`src/rtl/pb_arb_pkg.sv`:
```
// Shared types and default sizing for the pushbutton pulse arbiter.
package pb_arb_pkg;

    // Per-button one-pulser state encoding.
    typedef enum logic [1:0] {
        IDLE  = 2'd0,
        PULSE = 2'd1,
        HELD  = 2'd2
    } pb_state_e;

    localparam int PB_N_BTN_DEF     = 4;
    localparam int PB_DB_CYCLES_DEF = 16;

endpackage

```
`src/rtl/pb_debounce_pulse.sv`:
```
// One pushbutton channel: 2-FF synchroniser, debounce filter and one-pulser.
//
//  state | meaning
//  IDLE  | debounced level low, waiting for a press
//  PULSE | press just accepted, emit the single press event
//  HELD  | button still down, wait for debounced release
//
// The press output is taken from a flop one cycle after PULSE so the
// pending-flag logic in the top sees a clean registered event.
module pb_debounce_pulse
    import pb_arb_pkg::*;
#(
    parameter int DB_CYCLES = PB_DB_CYCLES_DEF
) (
    input  logic clk,
    input  logic rst_n,
    input  logic pb,
    output logic press
);

    localparam int CNT_W = $clog2(DB_CYCLES);
    localparam logic [CNT_W-1:0] CNT_LAST = CNT_W'(DB_CYCLES - 1);

    logic [1:0]       sync_q;
    logic             stable_q;
    logic [CNT_W-1:0] cnt_q;
    pb_state_e        state_q;
    pb_state_e        state_d;
    logic             press_q;

    // Two-stage synchroniser for the asynchronous button level.
    always_ff @(posedge clk or negedge rst_n) begin
        if (!rst_n) sync_q <= 2'b00;
        else        sync_q <= {sync_q[0], pb};
    end

    // Accept a level change only after it persists for DB_CYCLES samples.
    always_ff @(posedge clk or negedge rst_n) begin
        if (!rst_n) begin
            stable_q <= 1'b0;
            cnt_q    <= '0;
        end else if (sync_q[1] != stable_q) begin
            if (cnt_q == CNT_LAST) begin
                stable_q <= sync_q[1];
                cnt_q    <= '0;
            end else begin
                cnt_q <= cnt_q + 1'b1;
            end
        end else begin
            cnt_q <= '0;
        end
    end

    // State register plus registered press event.
    always_ff @(posedge clk or negedge rst_n) begin
        if (!rst_n) begin
            state_q <= IDLE;
            press_q <= 1'b0;
        end else begin
            state_q <= state_d;
            press_q <= (state_q == PULSE);
        end
    end

    // One-pulser next-state logic.
    always_comb begin
        state_d = state_q;
        case (state_q)
            IDLE:    if (stable_q) state_d = PULSE;
            PULSE:   state_d = HELD;
            HELD:    if (!stable_q) state_d = IDLE;
            default: state_d = IDLE;
        endcase
    end

    assign press = press_q;

endmodule

```
`src/rtl/pb_pulse_arbiter.sv`:
```
// Pushbutton front panel: per-button press events queued as pending flags,
// granted round-robin onto a valid/ready command port.
// Optional feature macro: PB_ARB_OVERRUN_EN adds a sticky per-button
// overrun flag for presses merged into an already pending request.
module pb_pulse_arbiter
    import pb_arb_pkg::*;
#(
    parameter int  N_BTN     = PB_N_BTN_DEF,
    parameter int  DB_CYCLES = PB_DB_CYCLES_DEF,
    localparam int ID_W      = $clog2(N_BTN)
) (
    input  logic             clk,
    input  logic             rst_n,
    input  logic [N_BTN-1:0] pb,
    output logic             cmd_valid,
    output logic [ID_W-1:0]  cmd_id,
    input  logic             cmd_ready,
`ifdef PB_ARB_OVERRUN_EN
    output logic [N_BTN-1:0] overrun,
`endif
    output logic             busy
);

    logic [N_BTN-1:0] press;
    logic [N_BTN-1:0] pending_q, pending_d;
    logic [N_BTN-1:0] grant_clr;
    logic [ID_W-1:0]  rr_ptr_q, rr_ptr_d;
    logic [ID_W-1:0]  cmd_id_q, cmd_id_d;
    logic             cmd_valid_q, cmd_valid_d;
    logic [ID_W-1:0]  grant_idx;
    logic [ID_W-1:0]  scan_cand;
    logic             grant_found;
    logic             load;
    int               scan_idx;

    for (genvar i = 0; i < N_BTN; i++) begin : g_btn
        pb_debounce_pulse #(
            .DB_CYCLES(DB_CYCLES)
        ) u_btn (
            .clk   (clk),
            .rst_n (rst_n),
            .pb    (pb[i]),
            .press (press[i])
        );
    end

    // Round-robin scan: first pending index starting at rr_ptr, wrapping.
    always_comb begin
        grant_found = 1'b0;
        grant_idx   = '0;
        scan_idx    = 0;
        scan_cand   = '0;
        for (int k = 0; k < N_BTN; k++) begin
            scan_idx = int'(rr_ptr_q) + k;
            if (scan_idx >= N_BTN) scan_idx = scan_idx - N_BTN;
            scan_cand = ID_W'(scan_idx);
            if (!grant_found && pending_q[scan_cand]) begin
                grant_found = 1'b1;
                grant_idx   = scan_cand;
            end
        end
    end

    // Output register load, pointer advance and pending update (set wins).
    always_comb begin
        load        = !cmd_valid_q || cmd_ready;
        cmd_valid_d = cmd_valid_q;
        cmd_id_d    = cmd_id_q;
        rr_ptr_d    = rr_ptr_q;
        grant_clr   = '0;
        if (load) begin
            if (grant_found) begin
                cmd_valid_d          = 1'b1;
                cmd_id_d             = grant_idx;
                grant_clr[grant_idx] = 1'b1;
                rr_ptr_d = (grant_idx == ID_W'(N_BTN - 1)) ? '0 : grant_idx + 1'b1;
            end else begin
                cmd_valid_d = 1'b0;
            end
        end
        pending_d = (pending_q & ~grant_clr) | press;
    end

    // Arbiter and command port registers.
    always_ff @(posedge clk or negedge rst_n) begin
        if (!rst_n) begin
            pending_q   <= '0;
            rr_ptr_q    <= '0;
            cmd_valid_q <= 1'b0;
            cmd_id_q    <= '0;
        end else begin
            pending_q   <= pending_d;
            rr_ptr_q    <= rr_ptr_d;
            cmd_valid_q <= cmd_valid_d;
            cmd_id_q    <= cmd_id_d;
        end
    end

    assign cmd_valid = cmd_valid_q;
    assign cmd_id    = cmd_id_q;
    assign busy      = (|pending_q) | cmd_valid_q;

`ifdef PB_ARB_OVERRUN_EN
    logic [N_BTN-1:0] overrun_q;

    // Sticky flag: a press landed on a request that was still waiting.
    always_ff @(posedge clk or negedge rst_n) begin
        if (!rst_n) overrun_q <= '0;
        else        overrun_q <= overrun_q | (press & pending_q & ~grant_clr);
    end

    assign overrun = overrun_q;
`endif

endmodule

```
`config.mk`:
```
export PLATFORM = sky130hd
export DESIGN_NAME = pb_pulse_arbiter
export DESIGN_NICKNAME = d
export VERILOG_FILES = /design/src/rtl/pb_arb_pkg.sv /design/src/rtl/pb_debounce_pulse.sv /design/src/rtl/pb_pulse_arbiter.sv
export SDC_FILE = /design/constraint.sdc
export NUM_CORES = 1
export LEC_CHECK = 0
export BUFFER_PORTS_ARGS = -buffer_cell sky130_fd_sc_hd__buf_4
export CAP_MARGIN = 30
export CORE_ASPECT_RATIO = 1.5
export CORE_MARGIN = 10
export CORE_UTILIZATION = 45
export CTS_CLUSTER_DIAMETER = 30
export DETAILED_ROUTE_END_ITERATION = 16
export GPL_TIMING_DRIVEN = 0
export PLACE_DENSITY = 0.61
export REMOVE_ABC_BUFFERS = 1
export SLEW_MARGIN = 20
export SYNTH_ARGS = -nofsm -noshare
export SYNTH_HDL_FRONTEND = slang
export SYNTH_SLANG_ARGS = --single-unit
```
`constraint.sdc`:
```
create_clock -name clk -period 5.1 [get_ports clk]
set_clock_uncertainty 0.15 [all_clocks]
set_input_delay 0.51 -clock clk [delete_from_list [all_inputs] [get_ports clk]]
set_output_delay 0.51 -clock clk [all_outputs]
set_load 0.03 [all_outputs]
```
== After elaboration in Yosys (flattened, before gate mapping) ==
Index checks and enable logic that the tools add are counted.

* Bits in registers: 49
* Output and inout port bits: 4
* Word-level logic and storage cells: 144

* Add/sub/neg operators: 12
* $lt $le $gt $ge: 10
* Equal/unequal tests: 25
* Multiplexer cells: 46
* Bitwise logic cells: 4
* Reductions and logical operators: 23

{| class="wikitable"
|+ Operator list
! cell !! count
|-
| two-way mux 4 bit || 10
|-
| two-way mux 2 bit || 17
|-
| one-hot mux 2 bit (3 select lines) || 4
|-
| AND reduction 2 bit || 9
|-
| adder 4 x 1 -> 4 bit, second input constant || 4
|-
| == test 4 bit, second input constant || 4
|-
| < comparator 2 x 3 -> 1 bit, second input constant || 5
|-
| == test 2 bit, second input constant || 5
|-
| two-way mux 1 bit || 10
|-
| >= comparator 3 bit, second input constant || 3
|-
| binary-select mux 1 bit (select 2 bit) || 4
|-
| == test 2 x 1 -> 1 bit, second input constant || 4
|-
| logical NOT 2 bit || 4
|-
| != test 2 x 1 -> 1 bit, second input constant || 4
|-
| != test 2 bit, second input constant || 4
|-
| subtractor 2 x 1 -> 2 bit, second input constant || 4
|-
| adder 2 x 2 -> 3 bit, second input constant || 2
|-
| AND 4 bit || 1
|-
| logical AND 1 bit || 4
|-
| logical NOT 1 bit || 4
|-
| != test 1 bit || 4
|-
| inverter 4 bit || 1
|-
| bitwise OR 4 bit || 1
|-
| OR reduction 4 bit || 1
|-
| 7 further kinds || 7
|}

== Logic depth before layout (Yosys ltp) ==
* Depth in word-level cells: 23
* Mapped depth: 7
* Mapped depth without buffers: 7

== By module ==
Synthesis repeated with hierarchy kept, for this count alone.

* Cells, all modules: 149
* Area total of the unflattened synthesis: 1996.9 µm²

{| class="wikitable"
|+ By module, submodules not included
! module !! times used !! cells each !! area an instance (µm²)
|-
| pb_debounce_pulse || 4 || 25 || 370.4
|-
| pb_pulse_arbiter || 1 || 49 || 515.5
|}

== Least setup slack after synthesis ==
No wires, ideal clock.

* Path kind: flip-flop to flip-flop
* Start point: reg pending_q[3]
* End point: reg rr_ptr_q[0]
* Library setup time: 0.082 ns
* Arrival time: 1.599 ns
* Required time: 4.868 ns
* Setup slack: 3.269 ns
* Stages on the path, launching flop included: 6
* Clock period less this slack: 1.831 ns
* Cells stage by stage: dfrtp_1 > or4_4 > and2_2 > ha_1 > or2b_1 > o22ai_1

* Longest elaborated chain between the ends: 14

{| class="wikitable"
|+ RTL lines
! what !! line !! text
|-
| start: declaration || pb_pulse_arbiter.sv:25 || <nowiki>logic [N_BTN-1:0] pending_q, pending_d;</nowiki>
|-
| start signal: assignment || pb_pulse_arbiter.sv:92 || <nowiki>pending_q <= pending_d;</nowiki>
|-
| binary-select mux 1 bit (select 2 bit) || pb_pulse_arbiter.sv:57 || <nowiki>if (!grant_found && pending_q[scan_cand]) begin</nowiki>
|-
| two-way mux 1 bit (not written as such) || pb_pulse_arbiter.sv:57 ||
|-
| two-way mux 1 bit || pb_pulse_arbiter.sv:57 ||
|-
| logical NOT 1 bit || pb_pulse_arbiter.sv:57 ||
|-
| logical AND 1 bit || pb_pulse_arbiter.sv:57 ||
|-
| two-way mux 1 bit || pb_pulse_arbiter.sv:57 ||
|-
| logical NOT 1 bit || pb_pulse_arbiter.sv:57 ||
|-
| logical AND 1 bit || pb_pulse_arbiter.sv:57 ||
|-
| two-way mux 1 bit || pb_pulse_arbiter.sv:57 ||
|-
| logical NOT 1 bit || pb_pulse_arbiter.sv:57 ||
|-
| logical AND 1 bit || pb_pulse_arbiter.sv:57 ||
|-
| two-way mux 2 bit * || pb_pulse_arbiter.sv:57 ||
|-
| net grant_idx[0] || pb_pulse_arbiter.sv:30 || <nowiki>logic [ID_W-1:0] grant_idx;</nowiki>
|-
| adder 2 x 1 -> 2 bit or == test 2 bit (tied branches) || pb_pulse_arbiter.sv:76 || <nowiki>rr_ptr_d = (grant_idx == ID_W'(N_BTN - 1)) ? '0 : grant_idx + 1'b1;</nowiki>
|-
| two-way mux 2 bit * || pb_pulse_arbiter.sv:76 ||
|-
| end signal: assignment || pb_pulse_arbiter.sv:93 || <nowiki>rr_ptr_q <= rr_ptr_d;</nowiki>
|-
| end: declaration || pb_pulse_arbiter.sv:27 || <nowiki>logic [ID_W-1:0] rr_ptr_q, rr_ptr_d;</nowiki>
|}

The timed path passes the listed nets; every way through them passes the cells marked *. The select of a mux whose other input is x is not followed.
A chain may end at the register's enable or synchronous reset.

== Worst setup path in the final report ==
* Start point: reg pending_q[1]
* End point: out busy

* Longest elaborated chain between the ends: 2

{| class="wikitable"
|+ RTL lines
! what !! line !! text
|-
| OR reduction 4 bit || pb_pulse_arbiter.sv:101 || <nowiki>assign busy = (|pending_q) | cmd_valid_q;</nowiki>
|-
| bitwise OR 1 bit || pb_pulse_arbiter.sv:101 ||
|-
| end: declaration || pb_pulse_arbiter.sv:21 || <nowiki>output logic busy</nowiki>
|}

Every way passes these cells.

==> flow_metrics.py <==
metrics = {
    "power_and_ir_drop": {
        "peakVddDrop_uv": 253,
        "p_total_mw": 0.797,
        "pwr-share-clk": 0.351,
        "pwr_density_cell_nw_per_um2": 358,
        "switching_share": 0.236,
        "p_seq_frac": 0.541,
        "p_int_mw": 0.609,
        "combPwrFrac": 0.108,
        "p_leak_nw": 1.07,
        "p_switching_mw": 0.188,
    },
    "routing": {
        "routedWlPerCell_um": 13.8,
        "vias_per_cell": 5.37,
        "drtIter0Drc": 85,
        "ant_nets": 0,
        "drt_pre_antenna_iters": 4,
        "drt_wl_total_mm": 3.04,
        "drc": 0,
        "vias": 1181,
    },
    "yosys": {
        "avgSynthCellArea_sq_um": 12.7,
        "yosys_most_used_dff": "dfrtp_1",
        "synth_compound_area_frac": 0.0736,
        "synth_top_area_frac": 0.617,
        "yosys.area_share.adder": 0.0503,
        "synthMuxAreaShare": 0.0428,
        "synthArstFlopShare": 1.00,
        "synth_edf_count": 0,
        "yosys-top-cells-count": "dfrtp_1 (49), a21oi_1 (12)",
        "synth_cell_types": 28,
        "synth_xor_area_frac": 0.0352,
        "yosysWarnings": 0,
        "synth_top_cell_by_area": "dfrtp_1",
        "synth_most_common_cell": "dfrtp_1",
        "syn-cell-area_sq_um": 1990,
        "synthTopCellsByArea": "dfrtp_1 (62%), ha_1 (5.0%), xnor2_1 (3.5%)",
        "ys_ff_latch": 49,
        "synth_seq_area_share": 0.617,
        "syn_inst": 157,
        "synth-simple-area-share": 0.162,
        "synth_top_family_by_area": "simple AND/OR/NAND/NOR gates",
    },
    "cts": {
        "cts-root-buf": "clkbuf_8",
        "cts_hold_buffers": 0,
        "clock_sinks": 49,
        "clkTransAtPathRegs_ns": 0.08,
        "htree_levels": 2,
        "post-cts-setup-buffer-count": 0,
        "cts_resized": 0,
        "cts_made_buffers": 5,
        "cts_tree": "yes",
        "clock_path_buffers": 2,
        "insertion_delay_ns": 0.30,
    },
    "worst_setup_path": {
        "end_kind": "output port",
        "critPathMaxFanout": 7,
        "critPathKind": "reg2out",
        "critical_path_required_ns": 4.44,
        "cp.arrival_ns": 1.35,
        "startpoint_type": "register",
    },
    "global_route": {
        "overflow": 0,
        "grt_pass1_vias": 1303,
        "grt_use_total": 0.0921,
        "antenna_found_initial": 0,
        "grt_pass1_wl_mm": 5.60,
        "grt_max_degree": 50,
    },
    "final_layout": {
        "diodes": 0,
        "syn_to_final_growth_pct": 12.0,
        "fin_util": 0.524,
        "seq_area_sq_um": 1230,
        "fillCellCount": 382,
        "finalInstanceArea_sq_um": 2230,
        "multi_input_area_sq_um": 724,
        "drive_gt1_frac": 0.155,
        "num-nets-final": 188,
    },
    "timing": {
        "fmax_ghz": 0.497,
        "setup_viol": 0,
        "fin_crit_ns": 2.01,
        "worst_slew_pin_slew_ns": 0.589,
        "hold_viol_final": 0,
        "post-route-period-util": 0.394,
        "setup_tns_ns": 0,
        "relSlewSlack": 0.607,
        "rsz0062_at_grt": "false",
        "drv_slew": 0,
        "holdWs_ns": 0.0513,
    },
    "floorplanning": {
        "num_io_pins": 11,
        "std_cell_rows": 29,
        "dieArea_sq_um": 7530,
        "die_w_um": 74.3,
        "core_area_sq_um": 4250,
        "initial_core_util": 0.468,
        "die_h_um": 101,
    },
    "place": {
        "globalplace.congestion": 0.830,
        "place_area_sq_um": 2110,
        "portBuffers": 10,
        "dpl.hpwl_mm": 2.18,
    },
    "worst_hold_path": {
        "hp-class": "in2async",
    },
    "outcome": {
        "status": "finished clean",
    },
    "job": {
        "drv_cap": 0,
    },
}
==> registers in the layout (all words and copies together) (netlist names) <==
register              count
g_btn.u_btn.sync_q        8
g_btn.u_btn.stable_q      4
pending_q                 4
cmd_id                    2
g_btn.u_btn.cnt_q        16
cmd_valid                 1
g_btn.u_btn.press         4
g_btn.u_btn.state_q       8
rr_ptr_q                  2
==> layout by cell type, fill, tap and decap left out, types with 2 or more instances in the layout <==
cell type and instances:
nor2_1 6, a21o_1 3, nand2b_1 6, nor2b_1 8, inv_1 7, nand3b_1 4, dfrtp_1 49, buf_4 10
nand2_1 7, nor3b_1 8, ha_1 8, mux2_2 4, o21ai_0 6, xnor2_1 8, nand4b_1 4, mux2_4 2
clkbuf_8 6, a21oi_1 12, nand3_1 4
==> metrics by stage <==
step | setup WS [ns] | instances
finish | 3.09 | 220
global route | 2.96 | 220
CTS | 3.08 | 220
detailed placement | 3.19 | 212
global placement | 3.21 | 212
floorplan | 3.27 | 156
==> worst max-delay path: stages, from the launching register on <==
cell and delay (ns):
dfrtp_1 0.46, nor4_1 0.33, nand2b_1 0.09, buf_4 0.17
==> worst paths after layout <==
kind                                                         start                                   to  slack (ns)  cells past startpoint
min in group clk                                             pb[1]   g_btn[1].u_btn.sync_q[0]$_DFF_PN0_        0.16                      1
worst max-delay path                        pending_q[1]$_DFF_PN0_                                 busy        3.09                      3
worst min register to register  g_btn[3].u_btn.sync_q[0]$_DFF_PN0_   g_btn[3].u_btn.sync_q[1]$_DFF_PN0_        0.20                      0
worst max register to register              pending_q[2]$_DFF_PN0_              rr_ptr_q[0]$_DFFE_PN0P_        3.18                      5
worst min-delay path                                         rst_n                cmd_id[1]$_DFFE_PN0P_        0.05                      1
max in group asynchronous                                    rst_n  g_btn[0].u_btn.stable_q$_DFFE_PN0P_        4.34                      1
==> area by class of cell <==
class                      instances  area share
clock buffer                       7      0.0388
clock inverter                     1      0.0135
tap                               46      0.0259
multi-input combinational        100       0.325
sequential                        49       0.551
timing repair buffer              10      0.0337
inverter                           7      0.0118
==> per-layer routing <==
metal,GRT usage,part of all wire
met5,0,0
met4,0.0466,0.021
met3,0.0294,0.055
met2,0.163,0.54
met1,0.0931,0.39
==> power by group through the flow <==
stage	combinational, mW	clock [mW]	sequential (mW)
6_report	0.0858	0.280	0.431
5_1_grt	0.0974	0.303	0.436
4_1_cts	0.0876	0.289	0.432
3_5_place_dp	0.0870	0	0.440
3_3_place_gp	0.0837	0	0.437
2_1_floorplan	0.0531	0	0.440
==> cells by family after synthesis <==
| logic type | Yosys count |
|---|---|
| AO/OA/AOI/OAI | 25 |
| XOR/XNOR | 8 |
| adder cells (fa/ha/maj) | 8 |
| buffers and inverters | 8 |
| flip-flops | 49 |
| multiplexers | 7 |
| AND/OR/NAND/NOR | 52 |
Power figures use the tool's default switching activity.
